[src/rtl/issueint_pipe.sv]
// Pipelined integer ALU for the integer issue queue: registered result, tag and
// flags, with valid/ready backpressure, bubble collapse and flush.
module issueint_pipe #(
  parameter int DATA_W = 32,
  parameter int TAG_W  = 6,
  parameter int STAGES = 2
) (
  input  logic                        clk,
  input  logic                        rst,
  input  logic                        issue_valid,
  output logic                        issue_ready,
  input  logic [3:0]                  issue_opcode,
  input  logic [DATA_W-1:0]           issue_rsdata,
  input  logic [DATA_W-1:0]           issue_rtdata,
  input  logic [TAG_W-1:0]            issue_rdtag,
  input  logic                        flush,
  output logic                        out_valid,
  input  logic                        out_ready,
  output logic [DATA_W-1:0]           out_data,
  output logic [TAG_W-1:0]            out_rdtag,
  output logic                        out_carryout,
  output logic                        out_overflow,
  output logic                        out_trap,
  output logic [$clog2(STAGES+1)-1:0] occupancy
);

  localparam int SH_W  = $clog2(DATA_W);
  localparam int OCC_W = $clog2(STAGES+1);

  typedef enum logic [3:0] {
    OP_ADD  = 4'b0000, OP_ADDU = 4'b0001, OP_SUB  = 4'b0010, OP_SUBU = 4'b0011,
    OP_AND  = 4'b0100, OP_OR   = 4'b0101, OP_XOR  = 4'b0110, OP_NOR  = 4'b0111,
    OP_SLL  = 4'b1000, OP_SRL  = 4'b1001, OP_SLT  = 4'b1010, OP_SLTU = 4'b1011,
    OP_SRA  = 4'b1100
  } opcode_e;

  typedef struct packed {
    logic [DATA_W-1:0] data;
    logic [TAG_W-1:0]  tag;
    logic              carry;
    logic              ovf;
    logic              trap;
  } entry_t;

  // ---------------------------------------------------------------- ALU
  logic              w_is_add;
  logic              w_is_sub;
  logic [DATA_W-1:0] w_b_eff;
  logic [DATA_W:0]   w_sum;
  logic              w_ovf;
  logic [SH_W-1:0]   w_shamt;
  entry_t            w_alu;

  always_comb begin
    // NOTE: every combinational output gets a default first so no path leaves it unassigned (no latch).
    w_alu      = '0;
    w_alu.tag  = issue_rdtag;
    w_is_add   = (issue_opcode == OP_ADD) || (issue_opcode == OP_ADDU);
    w_is_sub   = (issue_opcode == OP_SUB) || (issue_opcode == OP_SUBU);
    w_b_eff    = w_is_sub ? ~issue_rtdata : issue_rtdata;
    w_sum      = {1'b0, issue_rsdata} + {1'b0, w_b_eff} + {{DATA_W{1'b0}}, w_is_sub};
    // Signed overflow: operands agree in sign but the sum does not.
    w_ovf      = (issue_rsdata[DATA_W-1] == w_b_eff[DATA_W-1]) &&
                 (w_sum[DATA_W-1] != issue_rsdata[DATA_W-1]);
    w_shamt    = issue_rtdata[SH_W-1:0];

    case (issue_opcode)
      OP_ADD, OP_ADDU, OP_SUB, OP_SUBU: begin
        w_alu.data  = w_sum[DATA_W-1:0];
        w_alu.carry = w_sum[DATA_W];
        w_alu.ovf   = w_ovf;
        w_alu.trap  = w_ovf && ((issue_opcode == OP_ADD) || (issue_opcode == OP_SUB));
      end
      OP_AND:  w_alu.data = issue_rsdata & issue_rtdata;
      OP_OR:   w_alu.data = issue_rsdata | issue_rtdata;
      OP_XOR:  w_alu.data = issue_rsdata ^ issue_rtdata;
      OP_NOR:  w_alu.data = ~(issue_rsdata | issue_rtdata);
      OP_SLL:  w_alu.data = issue_rsdata << w_shamt;
      OP_SRL:  w_alu.data = issue_rsdata >> w_shamt;
      OP_SRA:  w_alu.data = DATA_W'($signed(issue_rsdata) >>> w_shamt);
      OP_SLT:  w_alu.data = {{(DATA_W-1){1'b0}}, $signed(issue_rsdata) < $signed(issue_rtdata)};
      OP_SLTU: w_alu.data = {{(DATA_W-1){1'b0}}, issue_rsdata < issue_rtdata};
      default: w_alu.data = '0;
    endcase
  end

  // ---------------------------------------------------------- pipeline
  entry_t              r_entry [STAGES];
  logic [STAGES-1:0]   r_valid;
  logic [OCC_W-1:0]    r_occ;
  logic [STAGES-1:0]   w_load;
  logic [STAGES-1:0]   w_valid_nxt;
  logic [OCC_W-1:0]    w_occ_nxt;
  logic                w_hole;

  // A stage may load when it is empty or something downstream can move:
  // either the final stage is drained or there is a bubble further down.
  always_comb begin
    w_hole = out_ready;
    w_load = '0;
    for (int i = STAGES-1; i >= 0; i--) begin
      w_load[i] = !r_valid[i] || w_hole;
      w_hole    = w_hole || !r_valid[i];
    end
  end

  assign issue_ready = rst && !flush && w_load[0];

  always_comb begin
    w_valid_nxt = r_valid;
    w_occ_nxt   = '0;
    if (flush) begin
      w_valid_nxt = '0;
    end else begin
      if (w_load[0]) w_valid_nxt[0] = issue_valid;
      for (int i = 1; i < STAGES; i++) begin
        if (w_load[i]) w_valid_nxt[i] = r_valid[i-1];
      end
    end
    for (int i = 0; i < STAGES; i++) begin
      w_occ_nxt = w_occ_nxt + OCC_W'(w_valid_nxt[i]);
    end
  end

  // NOTE: state uses non-blocking assignments so every stage samples pre-edge values of its neighbour.
  always_ff @(posedge clk or negedge rst) begin
    if (!rst) begin
      r_valid <= '0;
      r_occ   <= '0;
      // NOTE: the stage payloads are ordinary flops and are cleared too, so outputs read 0 in reset.
      for (int i = 0; i < STAGES; i++) r_entry[i] <= '0;
    end else begin
      r_valid <= w_valid_nxt;
      r_occ   <= w_occ_nxt;
      if (!flush) begin
        if (w_load[0] && issue_valid) r_entry[0] <= w_alu;
        for (int i = 1; i < STAGES; i++) begin
          if (w_load[i] && r_valid[i-1]) r_entry[i] <= r_entry[i-1];
        end
      end
    end
  end

  assign out_valid    = r_valid[STAGES-1];
  assign out_data     = r_entry[STAGES-1].data;
  assign out_rdtag    = r_entry[STAGES-1].tag;
  assign out_carryout = r_entry[STAGES-1].carry;
  assign out_overflow = r_entry[STAGES-1].ovf;
  assign out_trap     = r_entry[STAGES-1].trap;
  assign occupancy    = r_occ;

endmodule
[config.mk]
export PLATFORM = sky130hd
export DESIGN_NAME = issueint_pipe
export DESIGN_NICKNAME = d
export VERILOG_FILES = /design/src/rtl/issueint_pipe.sv
export SDC_FILE = /design/constraint.sdc
export NUM_CORES = 1
export LEC_CHECK = 0
export ABC_AREA = 1
export CAP_MARGIN = 30
export CORE_MARGIN = 2
export CORE_UTILIZATION = 45
export DETAILED_ROUTE_END_ITERATION = 12
export PLACE_DENSITY = 0.65
export SLEW_MARGIN = 10
export SYNTH_ARGS = -nofsm -noshare
export SYNTH_HDL_FRONTEND = slang
export SYNTH_SLANG_ARGS = --single-unit
[constraint.sdc]
create_clock -name clk -period 1.9 [get_ports clk]
set_input_delay 0.38 -clock clk [delete_from_list [all_inputs] [get_ports clk]]
set_output_delay 0.38 -clock clk [all_outputs]
set_load 0.05 [all_outputs]
# == After elaboration in Yosys (flattened, before gate mapping) ==
# Cells that the tools add are included.
# word_totals
regBits,86
input_bits,79
wordCells,63
# classes
n_addsub,3
order_cmp,2
n_eq_ne,14
n_shift,3
n_mux,6
bitwise_logic,6
reduce_logical,17
# ops
operator,n
one-hot mux 32 bit (10 select lines),1
less-than comparator 32 bit,2
NOT 32 bit,2
adder 32 x 32 -> 33 bit,1
adder 33 x 1 -> 33 bit,1
bitwise AND 32 bit,1
two-way mux 32 bit,1
bitwise OR 32 bit,1
<< shifter 32 x 5 -> 32 bit,1
>> shifter 32 x 5 -> 32 bit,1
>>> shifter 32 x 5 -> 32 bit,1
bitwise XOR 32 bit,1
"== test 4 bit, second input constant",5
"== test 4 x 3 -> 1 bit, second input constant",4
"== test 4 x 2 -> 1 bit, second input constant",2
logical AND 1 bit,6
"== test 4 x 1 -> 1 bit, second input constant",1
logical NOT 4 bit,1
logical OR 1 bit,4
AND reduction 2 bit,2
OR reduction 4 bit,1
logical NOT 1 bit,3
two-way mux 3 bit,1
adder 1 x 1 -> 2 bit,1
other kinds (5),6

# == Longest topological paths before layout ==
# logic_depth
depth_word,9
ltp_mapped,21

# == Worst setup path after synthesis ==
# OpenSTA, ideal clock, no wires.
# synth_timing
kind,input port to flip-flop
startpoint,in issue_opcode[3]
endpoint,reg r_entry[62] (netlist bit)
setup_time_ns,0.117
t_arrival_ns,2.666
slack_ns,-0.882
cell_stages,19
n_path_buf,1
path_cell_list,nor2_4 > inv_1 > nor2_1 > buf_2 > xor2_1 > fa_1 > nand2_1 > nand2_1 > nand2_1 > nand2_1 > nand2_1 > nand2_1 > nand2_1 > nand2_1 > or2_2 > a21oi_1 > nand2_1 > nand2_1 > nand2_1
# synth_via
elab_chain_len,6
# synth_lines
element,line,text
from (decl),12,"input logic [3:0] issue_opcode,"
== test 4 x 2 -> 1 bit,"59, 67",
logical OR 1 bit,59,w_is_sub = (issue_opcode == OP_SUB) || (issue_opcode == OP_SUBU);
two-way mux 32 bit,60,w_b_eff = w_is_sub ? ~issue_rtdata : issue_rtdata;
adder 32 x 32 -> 33 bit,61,"w_sum = {1'b0, issue_rsdata} + {1'b0, w_b_eff} + {{DATA_W{1'b0}}, w_is_sub};"
adder 33 x 1 -> 33 bit,61,
one-hot mux 32 bit (10 select lines) *,67,case (issue_opcode)
"to (signal, indexed assignment)",138,if (w_load[i] && r_valid[i-1]) r_entry[i] <= r_entry[i-1];
to (decl),88,entry_t r_entry [STAGES];
# Every way passes the cells marked *; elsewhere a longest branch is shown, timed or not.
# A chain may end at the register's enable or synchronous reset.

# == Final worst setup path ==
# layout_timing
startpoint,in issue_opcode[2]
endpoint,reg r_entry[69] (netlist bit)
# The elaborated chain is that of the path after synthesis.

==> results.ini <==
[clock_network]
htreeDepth=3
clock_path_buffers=2
cts_tree=done
cts_sinks=86
numCtsBuffers=9
ctsHoldBuffers=0
clk_pin_slew_ns=0.08
clkLatencyLatePin_ns=0.36
cts-root-buf=clkbuf_16

[critical_path]
crit_buf_inv=6
critPathRequiredTime_ns=2.20
slowest_delay_ns=0.30
rr_startpoint=r_valid[1]
slowest_stage=xor2_4
rrSetupSlack_ns=0.47
crit_chain=buf_8, nor2_4, inv_2, nor2_4, buf_12, buf_12, xor2_4, ha_4, nand2_1, inv_1, a21oi_2, o21ai_1, inv_1, nand3_1, nand2_1, nand3_1, nand3_1, nand2_1, nand2_1
crit_path_start_kind=input pin
crit_type=input pin to flop
cp-endpoint=r_entry[69]
cp-startpoint=issue_opcode[2]
r2r_end=r_entry[42]
worstPathMaxFanout=8
critPathCaptureType=flop
crit_family=simple AND/OR/NAND/NOR gates
cp_data_arrival_time_ns=3.07
reg2reg_depth=8
crit_top_cell=nand2_1
crit_cells=19

[route]
antenna_left=0
drtPass1Iterations=8
vias=16120
avgViaCountPerCell=5.689
wl_um=59730
wl_per_cell_um=21.09
drt_iter0_markers=1575
drcViolationCount=0

[job]
drv_cap=0

[layout]
fill_cells=2337
syn2layout_area_growth_pct=51.31
num_antenna_cells=0
final_layout_size_suffix_gt1_share_pct=35.11
fin_nets=2701
final_cell_area_um2=18830

[logic_synthesis]
synth_fp_nets=2213
netlist_area_um2=12450
synth_largest_area_cell=nand2_1
synthTopCellsByCount=nand2_1 (638), inv_1 (183), nand3_1 (162)
synth_top_area_share_pct=19.24
synth_edf_count=0
synth_seq_area_share_pct=17.29
synth_top_family_by_area=simple AND/OR/NAND/NOR gates
synth-simple-area-share_pct=34.19
syn_area_per_cell_um2=6.227
synthTopCellsByArea=nand2_1 (19%), dfrtp_1 (17%), ha_1 (13%)
synth.most_common_cell=nand2_1
postSynth.asyncResetShare_pct=100.0
synthMuxAreaShare_pct=3.327
synth-main-ff-cell=dfrtp_1
synth_xor_area_share_pct=2.252
synthCells=1999
synth.distinct_cells=54
yosysWarnings=0
synth_compound_area_share_pct=17.31
synth_fa_ha_area_share_pct=13.63
ys_seq_elements=86

[die]
die_w_um=170.3
io_pins=124
start_util_pct=46.06
coreArea_um2=27030
die_y_um=170.3
rows=60
die_area_um2=29010

[global_routing]
grt.total_usage_pct=39.65
grt_max_degree=87
antenna_found_initial=1
grt_pass1_wl_um=87180
grt_overflow=0
grt.met1_usage_pct=52.27
grt_pass1_vias=15410
grt_use_met3_pct=7.093
met2_usage_pct=63.20
grt_busiest_layer=met2

[sta]
fin_worst_skew_ns=0.01346
tightestPinTransition_ns=0.5402
slew_headroom_pct=63.60
rsz0062_at_grt=true
fin_crit_ns=2.766
slew_violations=0
clock.fmax_mhz=361.5
setup_violations=35
finalCritPeriodShare_pct=145.6
hold_viol_final=0
hold_ws_ns=0.09213
layout_setup_ws_ns=-0.8661

[power_and_ir_drop]
ir_drop_uv=508.2
power_leakage_uw=0.009852
p_per_area_nw_per_um2=571.6
total_power_uw=10770

[place]
post-dp-hpwl_um=46860
portBuffers=123
finalWeightedCongestion=1.065
placedInstanceArea_um2=16940

[worst_hold_path]
min_path_type=input pin to async pin

[status]
outcome=complete, but fails checks
failed_checks=negative setup slack

## stage by stage
step	std cells	setup slack, ns	util (%)	setup TNS [ns]
finish	2833	-0.8661	69.69	-24.84
global route	2833	-0.9613	69.69	-28.49
CTS	2828	-0.7242	67.35	-21.03
detailed placement	2780	-1.646	62.69	-51.06
global placement	2780	-1.595	62.69	-48.76
floorplan	1999	-0.6001	-	-16.40
## placed cells by master, fill, tap and decap left out, types with 14 or more instances in the layout
| cell | instances |
|---|---|
| nor2_4 | 16 |
| o211ai_1 | 45 |
| clkbuf_2 | 15 |
| o21a_1 | 14 |
| buf_12 | 21 |
| xor2_1 | 15 |
| nand2_2 | 49 |
| nor2_2 | 22 |
| buf_6 | 32 |
| inv_1 | 166 |
| inv_2 | 23 |
| nand3_1 | 144 |
| o21ai_1 | 41 |
| nor2_1 | 114 |
| clkdlybuf4s50_1 | 14 |
| dfrtp_1 | 85 |
| mux2_2 | 35 |
| dlygate4sd2_1 | 42 |
| nand2_1 | 583 |
| ha_1 | 110 |
| o21ai_0 | 92 |
| a21oi_1 | 51 |
| buf_4 | 463 |
| nand3_2 | 19 |
| ha_4 | 21 |
| a21oi_2 | 33 |
| o21ai_2 | 16 |
## worst min-delay path by stage
stage | depth (start not counted) | start | slack, ns | endpoint
2_1_floorplan | 0 | rst | 0.08 | occupancy[0]
3_3_place_gp | 2 | r_entry[45] | 0.46 | r_entry[45]
4_1_cts | 2 | rst | 0.13 | out_data[5]
3_5_place_dp | 2 | r_entry[45] | 0.47 | r_entry[45]
6_report | 2 | rst | 0.09 | out_data[5]
5_1_grt | 2 | rst | 0.14 | out_data[3]
## kinds of logic (layout without fill, tap and decap cells)
| group | after synthesis | in the layout |
|---|---|---|
| and+or+nand+nor | 1023 | 1023 |
| adders and majority gates | 135 | 135 |
| xor gates and xnor gates | 32 | 32 |
| buffers and inverters | 322 | 815 |
| AOI/OAI and AO/OA | 364 | 364 |
| muxes | 37 | 37 |
| DFF | 86 | 86 |
## sequential cells by signal, indices dropped and copies added (netlist names)
name / flops
occupancy: 2
out_carryout: 1
out_data: 32
out_overflow: 1
out_rdtag: 6
out_trap: 1
r_entry: 41
r_valid: 2
## timing repair
action	CTS	global route
setup buffers	34	11
endpoints found under the setup margin	41	38
pin swaps	105	96
cloned	1	0
resized for setup	307	162
## layout make-up
cell class	instances	area, um2	area share, %
Multi-Input combinational cell	1591	10200	54.19
Clock inverter	7	76.32	0.4053
Sequential cell	86	2153	11.43
Tap cell	341	426.7	2.265
Clock buffer	9	225.2	1.196
Inverter	194	737.0	3.913
Timing Repair Buffer	605	5010	26.60
## report_power, final
part           internal (uW)  switching [uW]
Clock                    936             945
Sequential              2200             252
Combinational           2600            3830
## layer usage
layer	vias to the layer above	routed length, um
met3	224	5860
met1	7514	24310
met2	878	25940
met5	-	0
li1	7500	-
met4	0	3620
## worst register-to-register path: stages (launching register included)
cell and delay, ns:
dfrtp_2 0.36, inv_1 0.03, nor2_1 0.12, nand2_1 0.09, nand2_1 0.11, buf_4 0.31
nor3_1 0.11, nand2_2 0.10, o21ai_0 0.08
Power figures use the tool's default switching activity.
